<file path="src/rtl/pcpi_result_serializer_pkg.sv">
// Shared PCPI serializer/deserializer definitions.
// Holds the nibble-transfer FSM encoding, the words-to-nibbles geometry and a
// helper that picks one nibble out of a 32-bit word.
package pcpi_result_serializer_pkg;

  localparam int NIBBLES_PER_WORD = 8;
  localparam int NIB_IDX_W        = $clog2(NIBBLES_PER_WORD);

  typedef enum logic [1:0] {
    S_IDLE    = 2'd0,
    S_PRESENT = 2'd1,
    S_RELEASE = 2'd2
  } ser_state_e;

  // Nibble idx of w, idx 0 = bits 3:0.
  function automatic logic [3:0] word_nibble(input logic [31:0]          w,
                                             input logic [NIB_IDX_W-1:0] idx);
    return w[{idx, 2'b00} +: 4];
  endfunction

endpackage

</file>
<file path="src/rtl/pcpi_result_fifo.sv">
// Result FIFO for the PCPI serializer.
// Ports:
//   clk, rst_n      clock, synchronous active-low reset (pointers/count only)
//   push, wdata     write request and word
//   pop             drop head entry (ignored when empty)
//   rdata           head entry
//   count           occupancy, 0..DEPTH
//   full, empty     occupancy flags
// A push while full is accepted only if a pop frees the slot on the same edge.
module pcpi_result_fifo #(
  parameter int DEPTH = 2
) (
  input  logic                     clk,
  input  logic                     rst_n,
  input  logic                     push,
  input  logic                     pop,
  input  logic [31:0]              wdata,
  output logic [31:0]              rdata,
  output logic [$clog2(DEPTH):0]   count,
  output logic                     full,
  output logic                     empty
);

  localparam int AW = $clog2(DEPTH);
  localparam int CW = AW + 1;

  logic [DEPTH-1:0][31:0] mem;
  logic [AW-1:0]          wr_ptr, rd_ptr;
  logic                   do_push, do_pop;

  assign empty   = (count == '0);
  assign full    = (count == CW'(DEPTH));
  assign do_pop  = pop && !empty;
  assign do_push = push && (!full || do_pop);
  assign rdata   = mem[rd_ptr];

  // DEPTH is a power of two, so pointers wrap by natural overflow.
  always_ff @(posedge clk) begin
    if (!rst_n) begin
      wr_ptr <= '0;
      rd_ptr <= '0;
      count  <= '0;
    end else begin
      if (do_push) wr_ptr <= wr_ptr + 1'b1;
      if (do_pop)  rd_ptr <= rd_ptr + 1'b1;
      count <= count + CW'(do_push) - CW'(do_pop);
    end
  end

  // Storage is not reset; gating with rst_n keeps a reset-cycle push inert.
  always_ff @(posedge clk) begin
    if (rst_n && do_push) mem[wr_ptr] <= wdata;
  end

endmodule

</file>
<file path="src/rtl/pcpi_result_serializer.sv">
// Buffers PCPI coprocessor results and sends each one to the host as eight
// nibbles, LS nibble first, over a four-phase nib_valid/host_ack handshake.
// Ports:
//   clk, rst_n            clock, synchronous active-low reset
//   pcpi_ready, pcpi_wr   result strobe / writeback-valid (pushed when both 1)
//   pcpi_rd               result word
//   host_ack              host acknowledge of the presented nibble
//   nib_out, nib_valid    nibble to host and its valid (valid only in PRESENT)
//   fifo_count            buffered results, including the one being sent
//   overflow              sticky: a result was dropped on a full buffer
module pcpi_result_serializer
  import pcpi_result_serializer_pkg::*;
#(
  parameter int DEPTH = 2
) (
  input  logic                   clk,
  input  logic                   rst_n,
  input  logic                   pcpi_ready,
  input  logic                   pcpi_wr,
  input  logic [31:0]            pcpi_rd,
  input  logic                   host_ack,
  output logic [3:0]             nib_out,
  output logic                   nib_valid,
  output logic [$clog2(DEPTH):0] fifo_count,
  output logic                   overflow
);

  ser_state_e           state, state_d;
  logic [NIB_IDX_W-1:0] idx, idx_d;
  logic                 push, pop, full, empty;
  logic [31:0]          head;

  assign push = pcpi_ready && pcpi_wr;

  pcpi_result_fifo #(.DEPTH(DEPTH)) u_fifo (
    .clk   (clk),
    .rst_n (rst_n),
    .push  (push),
    .pop   (pop),
    .wdata (pcpi_rd),
    .rdata (head),
    .count (fifo_count),
    .full  (full),
    .empty (empty)
  );

  always_comb begin
    state_d = state;
    idx_d   = idx;
    pop     = 1'b0;
    unique case (state)
      S_IDLE: begin
        if (!empty) begin
          state_d = S_PRESENT;
          idx_d   = '0;
        end
      end
      // An ack already high on entry is taken on the next edge, so the
      // presented nibble is still seen for one cycle and none is skipped.
      S_PRESENT: begin
        if (host_ack) state_d = S_RELEASE;
      end
      S_RELEASE: begin
        if (!host_ack) begin
          if (idx != NIB_IDX_W'(NIBBLES_PER_WORD - 1)) begin
            idx_d   = idx + 1'b1;
            state_d = S_PRESENT;
          end else begin
            // Head stays counted until its last nibble is released.
            pop     = 1'b1;
            idx_d   = '0;
            state_d = S_IDLE;
          end
        end
      end
      default: begin
        state_d = S_IDLE;
        idx_d   = '0;
      end
    endcase
  end

  always_ff @(posedge clk) begin
    if (!rst_n) begin
      state     <= S_IDLE;
      idx       <= '0;
      nib_valid <= 1'b0;
      overflow  <= 1'b0;
    end else begin
      state     <= state_d;
      idx       <= idx_d;
      nib_valid <= (state_d == S_PRESENT);
      if (push && full && !pop) overflow <= 1'b1;
    end
  end

  // Head and idx are both frozen while PRESENT, so nib_out holds stable.
  assign nib_out = nib_valid ? word_nibble(head, idx) : 4'h0;

endmodule

</file>
<file path="config.mk">
export PLATFORM = sky130hd
export DESIGN_NAME = pcpi_result_serializer
export DESIGN_NICKNAME = d
export VERILOG_FILES = /design/src/rtl/pcpi_result_serializer_pkg.sv /design/src/rtl/pcpi_result_fifo.sv /design/src/rtl/pcpi_result_serializer.sv
export SDC_FILE = /design/constraint.sdc
export NUM_CORES = 1
export LEC_CHECK = 0
export ABC_AREA = 1
export CAP_MARGIN = 20
export CORE_ASPECT_RATIO = 1.75
export CORE_MARGIN = 2
export CORE_UTILIZATION = 49
export CTS_CLUSTER_DIAMETER = 200
export DETAILED_ROUTE_END_ITERATION = 16
export PLACE_DENSITY_LB_ADDON = 0.05
export SYNTH_ARGS = -nofsm -noshare
export SYNTH_HDL_FRONTEND = slang
export SYNTH_SLANG_ARGS = --single-unit
export TNS_END_PERCENT = 100
</file>
<file path="constraint.sdc">
create_clock -name clk -period 4 [get_ports clk]
set_input_delay 0.4 -clock clk [delete_from_list [all_inputs] [get_ports clk]]
set_output_delay 0.4 -clock clk [all_outputs]
set_load 0.005 [all_outputs]
</file>
# Word-level counts from Yosys, hierarchy flattened
# Cells that the tools add are included.
# op_classes
n_eq_ne	7
addsub	5
muxes	18
n_mul	0
n_reduce_logical	14
bitwise_logic	1
div	0
shifts	1
order_cmp	3
# op_table
cell	n
32-bit two-way mux	3
64-bit bitwise mux	1
32-bit demux with 1-bit select	1
32-bit by 6-bit indexed part select with 4-bit output	1
3-bit two-way mux	3
3-bit case mux with 3 select lines	1
1-bit logical AND	7
2-bit two-way mux	3
2-bit case mux with 3 select lines	1
2-bit by 1-bit equality test with 1-bit output, second input constant	2
2-bit equality test, second input constant	2
2-bit logical NOT	2
1-bit by 2-bit less-than comparator with 1-bit output, second input constant	2
1-bit two-way mux	4
4-bit two-way mux	1
2-bit != test, second input constant	2
3-bit by 1-bit adder with 3-bit output, second input constant	1
1-bit logical NOT	3
3-bit != test, second input constant	1
3-bit AND reduction	1
1-bit adder, second input constant	2
2-bit by 1-bit adder with 2-bit output	1
2-bit by 1-bit subtractor with 2-bit output	1
1-bit >= comparator, second input constant	1
other kinds (2)	2
# word_totals
regBits	75
latch_bits	0
out_inout_bits	8
rom_bits	0
wordCells	58
ramBits	0
mem_count	0

# Logic depth before layout (Yosys ltp)
# Gate-level depths: netlist (run 1).
# depth
ltp_word	9
mapped_depth	10

# Cells and area by module
# From an unflattened synthesis (run 1), not the netlist that was laid out.
# hier_totals
hier_cells	294
hier_area_um2	3475.8
# modules_own_cells
module	area_per_inst_um2	instances	cells_per_inst
pcpi_result_fifo	2693.8	1	139
pcpi_result_serializer	782.0	1	155

# Least setup slack after synthesis (run 1)
# No wires, ideal clock.
# synth_path
path_kind	register to register
from	register idx[0]
to	register u_fifo.mem[32] (netlist name), enable pin
period_less_slack_ns	3.853
arrival_time_ns	3.383
path_stages_with_launch	7
path_slack_ns	0.147
path_cell_list	dfxtp_1 > ha_1 > ha_1 > inv_1 > nor3_4 > nand2_4 > a211oi_1
# synth_via
elab_chain_len	8
# synth_rtl
item	line_no	rtl
from (decl)	pcpi_result_serializer.sv:29	logic [NIB_IDX_W-1:0] idx, idx_d;
from (signal assigned)	pcpi_result_serializer.sv:91	idx <= idx_d;
3-bit != test	pcpi_result_serializer.sv:65	if (idx != NIB_IDX_W'(NIBBLES_PER_WORD - 1)) begin
1-bit two-way mux	pcpi_result_serializer.sv:65	
1-bit two-way mux	pcpi_result_serializer.sv:64	if (!host_ack) begin
1-bit two-way mux	pcpi_result_serializer.sv:51	unique case (state)
1-bit logical AND	pcpi_result_fifo.sv:33	assign do_pop = pop && !empty;
1-bit logical OR	pcpi_result_fifo.sv:34	assign do_push = push && (!full || do_pop);
1-bit logical AND	pcpi_result_fifo.sv:34	
1-bit logical AND	pcpi_result_fifo.sv:52	if (rst_n && do_push) mem[wr_ptr] <= wdata;
to (signal, indexed assignment)	pcpi_result_fifo.sv:52	
to (decl)	pcpi_result_fifo.sv:27	logic [DEPTH-1:0][31:0] mem;
# No other way between the ends.
# A chain may end at the register's enable or synchronous reset.

# Final worst setup path (run 1)
# layout_path
from	register u_fifo.rd_ptr
to	output nib_out[1]
# layout_via
elab_chain_len	4
# layout_rtl
item	line_no	rtl
from (decl)	pcpi_result_fifo.sv:28	logic [AW-1:0] wr_ptr, rd_ptr;
from (signal assigned)	pcpi_result_fifo.sv:45	if (do_pop) rd_ptr <= rd_ptr + 1'b1;
32-bit two-way mux (implied by the code) (2 in series)	pcpi_result_fifo.sv:35	assign rdata = mem[rd_ptr];
32-bit by 6-bit indexed part select with 4-bit output	pcpi_result_serializer_pkg.sv:18	return w[{idx, 2'b00} +: 4];
4-bit two-way mux	pcpi_result_serializer.sv:98	assign nib_out = nib_valid ? word_nibble(head, idx) : 4'h0;
to (decl)	pcpi_result_serializer.sv:22	output logic [3:0] nib_out,
# No other way between the ends. The select of a mux whose other input is x is not followed.

==> summary.md, run 1 <==
| Metric | Value |
|---|---|
| Crit path capture type | `output port` |
| Worst Setup Path Type | `reg2out` |
| YS warnings | `0` |
| Initial core utilization | `0.505` |
| DRT Pass-1 Iters | `5` |
| # setup viols final | `0` |
| Cell accounting for the most synthesized area | `edfxtp_1` |
| Wire length on met3 | `290 microns` |
| #FFs+latches synth | `75` |
| Max Used Layer | `met4` |
| Fin crit period | `2.77 ns` |
| Dominant synthesized flop cell | `edfxtp_1` |
| TritonCTS Buffers | `9` |
| Post-route core utilization | `0.618` |
| Number of synthesized flops with an enable pin | `64` |
| Asr flop ratio synth | `0` |
| Post-synthesis sequential area ratio | `0.654` |
| Later-pin clock latency in the skew report | `0.33 ns` |
| DR WL met2 | `3.26 mm` |
| CTS tree | `yes` |
| Synthesized cell area | `3280 sq um` |
| Die area | `7380 sq um` |
| Fin nets | `407` |
| Power after layout | `1.73 mW` |
| Total number of H-tree levels | `3` |
| Layout area overhead | `22.3%` |
| Die Y | `112 microns` |
| Synth unique cells | `23` |
| Core area | `6490 sq um` |
| Gr usage total | `0.196` |
| Worst Path Required | `3.60 ns` |
| Outcome | `finished, final reports clean` |
| Peak supply drop | `0.377 mV` |
| Initial antenna violation count | `0` |
| Total global routing overflow | `0` |
| Synth Net Count | `361` |
| Share of the synthesized area in the top cell type | `0.586` |
| Unrepaired setup endpoints after global routing | `false` |
| Leak pwr | `1.65 nW` |
| WL/cell | `14.0 microns` |
| Nature of the critical path startpoint | `flip-flop` |
| Ports | `45` |
| Largest net degree at the start of global routing | `35` |
| Pwr dens | `433 nW/um^2` |
| Met1 WL | `2.63 mm` |
| DP Worst Slack | `1.35 ns` |
| Worst Slack Setup Final | `1.23 ns` |
| Worst-path clk slew | `0.05 ns` |
| Layout cells sized above 1 | `0.0591` |
| Via density per instance | `5.01` |
| ANT nets after route | `0` |
| Residual DRC | `0` |
| Synth area leaders | `edfxtp_1 59%, nand2_1 12%, dfxtp_1 6.7%` |
| Clock Tree Root | `clkbuf_16` |
| CTS Buffer Depth | `2` |
| Clock skew after layout | `0.00483 ns` |
| CTS resizes | `0` |
| Routability cong. | `0.777` |
| Ant diodes | `0` |
| Final hold slack | `0.474 ns` |
| First-pass GRT wire length | `10.7 mm` |
| Port buffer count | `44` |
| Fmax | `0.362 GHz` |
| Fin. max-slew vios | `0` |
| Vias | `2274` |
| FP Rows | `39` |
| Final TNS setup | `0 ns` |
| Hold Path Class | `reg2reg` |
| Most instantiated library cell after synthesis | `nand2_1` |
| Slew @ Worst Pin | `0.676 ns` |
| Syn Inst Count | `321` |
| CP Max Fanout | `34` |
| Vias in the first global route | `2226` |
| Initial DRC Count | `173` |
| Top cells by count, synth | `107 x nand2_1, 64 x edfxtp_1, 45 x inv_1` |
| Final Hold Fails | `0` |
| Die Width | `65.8 microns` |
| Sink Count | `75` |
| Crit path arrival time | `2.37 ns` |
| Avg Cell Area, Syn | `10.2 sq um` |
| CTS Hold Buffers Added | `0` |
| Max_cap viols | `0` |
| Tcrit/Tclk final | `0.692` |
| Post-CTS setup buffers | `0` |
| Hpwl dp | `4.15 mm` |
| Routed WL | `6.34 mm` |
| Slew HR | `0.549` |
## critical path: stages, from the launching register on
cell and delay (ns):
dfxtp_1 0.31, buf_4 0.34, inv_6 0.19, nand2_1 0.11, nand3_1 0.07, nand3_1 0.12, nand3_1 0.10, a21oi_1 0.22
clkdlybuf4s50_1 0.54
## per-layer routing
metal  vias to the layer above  track usage
li1                       1144            -
met1                      1064        0.242
met2                        55        0.314
met3                        11       0.0591
met4                         0       0.0861
met5                         -            0
## where the power goes
part / total, mW / internal (mW) / switching [mW]
clock: 0.691 / 0.419 / 0.273
sequential: 0.895 / 0.874 / 0.0212
combinational: 0.148 / 0.0722 / 0.0761
## state kept, by name, indices dropped and copies added (netlist names)
register and cells:
overflow 1, u_fifo.mem 64, u_fifo.wr_ptr 1, nib_valid 1, u_fifo.rd_ptr 1, idx 3, state 2, u_fifo.count 2
## worst paths after layout
check,cells past startpoint,startpoint,slack [ns],endpoint
hold reg to reg,2,overflow,0.47,overflow
setup / recovery,8,u_fifo.rd_ptr,1.23,nib_out[1]
setup reg to reg,9,idx[0],1.36,u_fifo.mem[6]
hold / removal,2,overflow,0.47,overflow
## kinds of logic (layout without fill, tap and decap cells)
family                   count (synthesis)  in the layout  synth area share
buffers and inverters                   60            111            0.0863
AND/OR/NAND/NOR                        160            160             0.208
AO/OA/AOI/OAI                           23             23            0.0409
adder cells (fa/ha/maj)                  3              3            0.0115
flip-flops                              75             75             0.654
## through the flow
stage	std cells	area (sq um)
after floorplan	321	3280
after global placement	438	3760
after detailed placement	438	3760
after CTS	454	4010
after global routing	454	4010
final	454	4010
## layout by cell type, fill, tap and decap left out, types with 2 or more instances in the layout
cell type and instances:
a21oi_1 11, dfxtp_1 11, buf_4 3, ha_1 3
nor2_1 5, clkbuf_16 9, edfxtp_1 64, inv_1 45
inv_2 2, clkbuf_1 6, nand2_2 2, clkdlybuf4s50_1 44
nand3_1 43, nand2_1 107, o21ai_0 8
## layout make-up
cell class                 count  area (sq um)
sequential                    75          2140
clock inverter                 1          3.75
tap                           82           103
inverter                      48           185
clock buffer                  15           248
timing repair buffer          47           463
multi-input combinational    186           865
fill                         570          2480
(Power assumes the default switching activity.)
==> run 2, diff against run 1 <==
Clock period 4 ns to 2.38 ns, I/O delays scaled along.
==> summary.md, run 2 (synthesized netlist as in run 1, its figures left out) <==
| Metric | Value |
|---|---|
| Outcome | `finished, final reports clean` |
| Routability cong. | `0.805 (+3.6%)` |
| Critical path's slowest cell | `clkdlybuf4s50_1` |
| CP Max Fanout | `23 (-32%)` |
| Crit path top cell by count | `nand2_1` |
| Fin crit period | `2.23 ns` |
| First-pass GRT wire length | `10.7 mm (+0.25%)` |
| Reg power frac | `0.472 (-0.044)` |
| FP Rows | `39 (unchanged)` |
| Total global routing overflow | `0 (unchanged)` |
| Fin nets | `413 (+1.5%)` |
| Max_cap viols | `0 (unchanged)` |
| CTS Hold Buffers Added | `0 (unchanged)` |
| Via density per instance | `5.01 (about the same)` |
| Residual DRC | `0 (unchanged)` |
| Worst Slack Setup Final | `0.150 ns (-1.08 ns)` |
| Post-CTS setup buffers | `0 (unchanged)` |
| Leak pwr | `1.72 nW (+4.4%)` |
| Core area | `6490 sq um (unchanged)` |
| Switching share of power | `0.206 (-0.00751)` |
| WL/cell | `14.4 microns (+3.2%)` |
| Clock skew after layout | `0.00417 ns (-0.000660 ns)` |
| Worst-path clk slew | `0.06 ns (about the same)` |
| DRT Pass-1 Iters | `4 (-1)` |
| # fillers | `534 (-6.3%)` |
| Biggest cell delay along the critical path | `0.53 ns (about the same)` |
| Fin. max-slew vios | `0 (unchanged)` |
| Max reg flops | `64 (unchanged)` |
| Sink Count | `75 (unchanged)` |
| Layout area overhead | `26.2%` |
| Unrepaired setup endpoints after global routing | `false` |
| Initial DRC Count | `209 (+21%)` |
| Switching power | `0.649 mW (+75%)` |
| # setup viols final | `0 (unchanged)` |
| CTS tree | `yes` |
| Total number of H-tree levels | `3 (unchanged)` |
| Fmax | `0.448 GHz` |
| Internal Power | `2.50 mW (+83%)` |
| Largest net degree at the start of global routing | `35 (unchanged)` |
| Gr usage total | `0.201 (+0.00533)` |
| Die Y | `112 microns (unchanged)` |
| Pwr dens | `762 nW/um^2 (+76%)` |
| Worst Setup Path Type | `reg2out` |
| Later-pin clock latency in the skew report | `0.33 ns (about the same)` |
| Commonest non-fill, non-tap cells in the layout | `107 x nand2_1, 64 x edfxtp_1, 45 x inv_1` |
| Initial core utilization | `0.505 (unchanged)` |
| Tcrit/Tclk final | `0.937` |
| Worst Path Required | `2.14 ns (-1.46 ns)` |
| Ports | `45 (unchanged)` |
| ANT nets after route | `0 (unchanged)` |
| Initial antenna violation count | `0 (unchanged)` |
| Clock Tree Root | `clkbuf_16` |
| Ant diodes | `0 (unchanged)` |
| Slew @ Worst Pin | `0.501 ns (-0.175 ns)` |
| Die Width | `65.8 microns (unchanged)` |
| Vias | `2306 (+1.4%)` |
| Biggest register | `u_fifo.mem` |
| TritonCTS Buffers | `9 (unchanged)` |
| Hold Path Class | `in2reg` |
| Crit path arrival time | `1.99 ns (-0.38 ns)` |
| Vias in the first global route | `2201 (-1.1%)` |
| DP Worst Slack | `0.300 ns (-1.05 ns)` |
| Hpwl dp | `4.55 mm (+9.7%)` |
| CTS Buffer Depth | `2 (unchanged)` |
| Slew HR | `0.664 (+0.116)` |
| Final Hold Fails | `0 (unchanged)` |
| Nature of the critical path startpoint | `flip-flop` |
| Most common cell after layout, fill and taps aside | `nand2_1` |
| Seq. cell area | `2150 sq um (+0.18%)` |
| Peak supply drop | `0.782 mV (+110%)` |
| Clock share of power | `0.439 (+0.040)` |
| Final hold slack | `0.485 ns (+0.0111 ns)` |
| Top Registers | `u_fifo.mem (64), idx (3)` |
| Crit path capture type | `output port` |
| Routed WL | `6.62 mm (+4.5%)` |
| Final TNS setup | `0 ns (unchanged)` |
| Cells along the critical path | `buf_12 -> nand2_1 -> nand2_1 -> nand2_1 -> nand3_1 -> nand3_1 -> a21oi_1 -> clkdlybuf4s50_1` |
| Port buffer count | `44 (unchanged)` |
| Die area | `7380 sq um (unchanged)` |
| Multi-input logic area | `865 sq um (unchanged)` |
| Comb power frac | `0.089 (+0.004)` |
| Layout cells sized above 1 | `0.0899 (+0.0308)` |
run 2: changes by cell type in the layout (fill, tap and decap cells not counted):
cell | previous run | this run
inv_8 | 0 | 1
bufinv_16 | 0 | 2
clkinv_1 | 1 | 2
clkinv_2 | 0 | 3
dfxtp_1 | 11 | 10
buf_12 | 0 | 1
dfxtp_4 | 0 | 1
inv_2 | 2 | 1
clkbuf_1 | 6 | 0
buf_4 | 3 | 8
run 2: repair_timing:
action,4_1_cts,5_1_grt
gates resized for setup,3,5
pin swaps,0,0
endpoints found under the hold margin,0,0
setup endpoints to repair,4,4
run 2: through the flow:
stage / instances / utilization / power [mW] / area (sq um)
floorplan: 321 / - / 1.66 / 3290
global placement: 444 / 0.586 / 1.79 / 3800
detailed placement: 444 / 0.586 / 1.79 / 3800
CTS: 460 / 0.635 / 3.18 / 4120
global route: 460 / 0.637 / 3.27 / 4130
finish: 460 / 0.637 / 3.15 / 4130
run 2: layout make-up:
class	instances	share of cell area
Clock buffer	9	0.0545
Clock inverter	7	0.0200
Inverter	48	0.0466
Multi-Input combinational cell	186	0.209
Sequential cell	75	0.519
Tap cell	82	0.0248
Timing Repair Buffer	53	0.126
run 2: final timing paths:
path / startpoint / end / slack, ns / depth (start not counted)
max: u_fifo.rd_ptr / nib_out[2] / 0.15 / 8
min: pcpi_rd[24] / u_fifo.mem[56] / 0.48 / 1
max reg2reg: idx[0] / u_fifo.mem[2] / 0.28 / 9
min reg2reg: overflow / overflow / 0.53 / 2
run 2: critical path: cells and delay by family (launching register included):
| family | cells | cell delay [ns] |
|---|---|---|
| simple gates | 5 | 0.35 |
| flops | 1 | 0.39 |
| buf+inv | 2 | 0.70 |
| compound gates | 1 | 0.19 |
run 2: routing by layer:
layer | share of wire | vias to the layer above | track usage | wire [microns]
met2 | 0.53 | 60 | 0.337 | 3500
met4 | 0.026 | 0 | 0.106 | 174
met3 | 0.045 | 14 | 0.0471 | 296
li1 | - | 1157 | - | -
met5 | 0 | - | 0 | 0
met1 | 0.40 | 1075 | 0.234 | 2650
run 2: power by group through the flow:
stage	combinational (mW)	sequential, mW	clock [mW]
global placement	0.273	1.51	0
floorplan	0.148	1.51	0
finish	0.280	1.49	1.38
CTS	0.281	1.49	1.41
global route	0.310	1.49	1.47
detailed placement	0.277	1.51	0
==> run 3, diff against run 2 <==
Settings changed: GPL_TIMING_DRIVEN from default to 0.
==> summary.md, run 3 (synthesized netlist as in run 1, its figures left out) <==
| Metric | Value |
|---|---|
| Outcome | `finished, final reports clean` |
| Layout cells sized above 1 | `0.111 (+0.0215)` |
| WP buf/inv | `4 (+2)` |
| Fin. max-slew vios | `0 (unchanged)` |
| Initial antenna violation count | `0 (unchanged)` |
| # fillers | `533 (-0.19%)` |
| Fmax | `0.431 GHz (-3.8%)` |
| Initial core utilization | `0.505 (unchanged)` |
| CTS Hold Buffers Added | `0 (unchanged)` |
| CP Max Fanout | `10 (-57%)` |
| Worst Path Required | `2.14 ns (about the same)` |
| # setup viols final | `0 (unchanged)` |
| Hold Startpoint | `rst_n` |
| Initial DRC Count | `121 (-42%)` |
| Max reg flops | `64 (unchanged)` |
| Pwr dens | `729 nW/um^2 (-4.3%)` |
| CTS tree | `yes` |
| Die area | `7380 sq um (unchanged)` |
| Biggest register | `u_fifo.mem` |
| Layout area overhead | `29.9%` |
| Crit path capture type | `output port` |
| Cells along the critical path | `buf_6 -> inv_6 -> buf_6 -> nand2_1 -> nand3_1 -> nand3_1 -> nand3_1 -> a21oi_2 -> clkdlybuf4s50_1` |
| Fin crit period | `2.32 ns (+0.0888 ns)` |
| Ports | `45 (unchanged)` |
| Fin nets | `421 (+1.9%)` |
| Gr usage total | `0.198 (-0.00275)` |
| WL/cell | `14.5 microns (+0.47%)` |
| Die Y | `112 microns (unchanged)` |
| Slew HR | `0.697 (+0.0321)` |
| Final hold slack | `0.266 ns (-0.219 ns)` |
| Sink Count | `75 (unchanged)` |
| Ant diodes | `0 (unchanged)` |
| Nature of the critical path startpoint | `flip-flop` |
| Clock Tree Root | `clkbuf_16` |
| Commonest non-fill, non-tap cells in the layout | `107 x nand2_1, 64 x edfxtp_1, 44 x inv_1` |
| TritonCTS Buffers | `9 (unchanged)` |
| Total number of H-tree levels | `3 (unchanged)` |
| Worst-path clk slew | `0.06 ns (about the same)` |
| Die Width | `65.8 microns (unchanged)` |
| Slew @ Worst Pin | `0.453 ns (-0.0480 ns)` |
| Largest net degree at the start of global routing | `22 (-37%)` |
| Core area | `6490 sq um (unchanged)` |
| ANT nets after route | `0 (unchanged)` |
| Via density per instance | `4.96 (-1.1%)` |
| FP Rows | `39 (unchanged)` |
| Vias | `2320 (+0.61%)` |
| CTS Buffer Depth | `2 (unchanged)` |
| Tcrit/Tclk final | `0.974 (+0.0373)` |
| Crit path arrival time | `2.08 ns (+0.09 ns)` |
| Biggest cell delay along the critical path | `0.52 ns (about the same)` |
| Hold Path Class | `in2reg` |
| Top Registers | `u_fifo.mem (64), idx (3)` |
| Vias in the first global route | `2323 (+5.5%)` |
| Max_cap viols | `0 (unchanged)` |
| Crit path top cell by count | `nand3_1` |
| Hpwl dp | `4.82 mm (+5.8%)` |
| DRT Pass-1 Iters | `4 (unchanged)` |
| Critical path's slowest cell | `clkdlybuf4s50_1` |
| Leak pwr | `1.76 nW (+2.2%)` |
| Clock skew after layout | `0.00887 ns (+0.00470 ns)` |
| Final TNS setup | `0 ns (unchanged)` |
| Crit path launch | `u_fifo.rd_ptr` |
| First-pass GRT wire length | `10.6 mm (-0.90%)` |
| Worst Setup Path Type | `reg2out` |
| Later-pin clock latency in the skew report | `0.33 ns (about the same)` |
| Largest delay contributor family on the critical path | `buffers and inverters` |
| Total global routing overflow | `0 (unchanged)` |
| R2R Path Start | `idx[2]` |
| Peak supply drop | `0.745 mV (-4.7%)` |
| Most common cell after layout, fill and taps aside | `nand2_1` |
| Routability cong. | `0.773 (-4.0%)` |
| Port buffer count | `43 (-2.3%)` |
| Residual DRC | `0 (unchanged)` |
| Final Hold Fails | `0 (unchanged)` |
| Routed WL | `6.77 mm (+2.2%)` |
-- run 3: cell types whose count changed in the layout (fill, tap and decap cells not counted), moves of 2 or more --
cell	delta
a21oi_1	-2
buf_8	+2
buf_4	-7
buf_2	+2
a21oi_2	+2
buf_12	+2
clkbuf_1	+4
clkinv_1	-2
buf_6	+8
-- run 3: path summary, 6_finish.rpt --
path,end,cells after the start,slack [ns]
hold reg to reg,overflow,2,0.48
hold / removal,u_fifo.count[0],3,0.27
setup / recovery,nib_out[0],9,0.06
setup reg to reg,u_fifo.mem[8],8,0.33
-- run 3: area by class of cell --
class | count | area, sq um | area share
flip-flops and latches | 75 | 2140 | 0.503
clock buffers | 13 | 250 | 0.0588
multi-input cells | 186 | 872 | 0.205
clock inverters | 3 | 40.0 | 0.00941
repair buffers | 49 | 548 | 0.129
inverters | 48 | 189 | 0.0444
well taps | 82 | 103 | 0.0241
plain buffers | 12 | 111 | 0.0262
-- run 3: power by group --
part / internal [mW] / switching, mW / leakage [nW]
Sequential: 1.47 / 0.0178 / 0.671
Clock: 0.837 / 0.479 / 0.144
Combinational: 0.144 / 0.158 / 0.946
Total: 2.45 / 0.655 / 1.76
-- run 3: worst reg2reg max path: stages (launching register included) --
cell and delay [ns]:
dfxtp_1 0.46, ha_1 0.22, inv_1 0.09, nor3_4 0.24
nand2_4 0.11, a21oi_4 0.18, nand2_2 0.10, clkinvlp_4 0.14
buf_16 0.18
-- run 3: per-layer routing --
| layer | vias to the layer above | GRT usage | wire [microns] |
|---|---|---|---|
| li1 | 1170 | - | - |
| met3 | 15 | 0.0541 | 346 |
| met5 | - | 0 | 0 |
| met1 | 1070 | 0.217 | 2650 |
| met2 | 65 | 0.332 | 3540 |
| met4 | 0 | 0.122 | 235 |
-- run 3: what timing repair did --
action	4_1_cts	5_1_grt
gates cloned	0	0
resized for setup	2	5
buffers inserted	0	3
setup endpoints to repair	23	49
pin swaps	0	1
-- run 3: per-stage QoR --
step	total power [mW]	setup WS [ns]	util	std cells	area (sq um)
2_1_floorplan	1.66	0.0115	-	321	3290
3_3_place_gp	1.79	-0.606	0.589	446	3820
3_5_place_dp	1.80	-0.0549	0.598	449	3880
4_1_cts	3.12	0.0130	0.644	465	4180
5_1_grt	3.21	-0.00569	0.656	468	4260
6_report	3.10	0.0612	0.656	468	4260
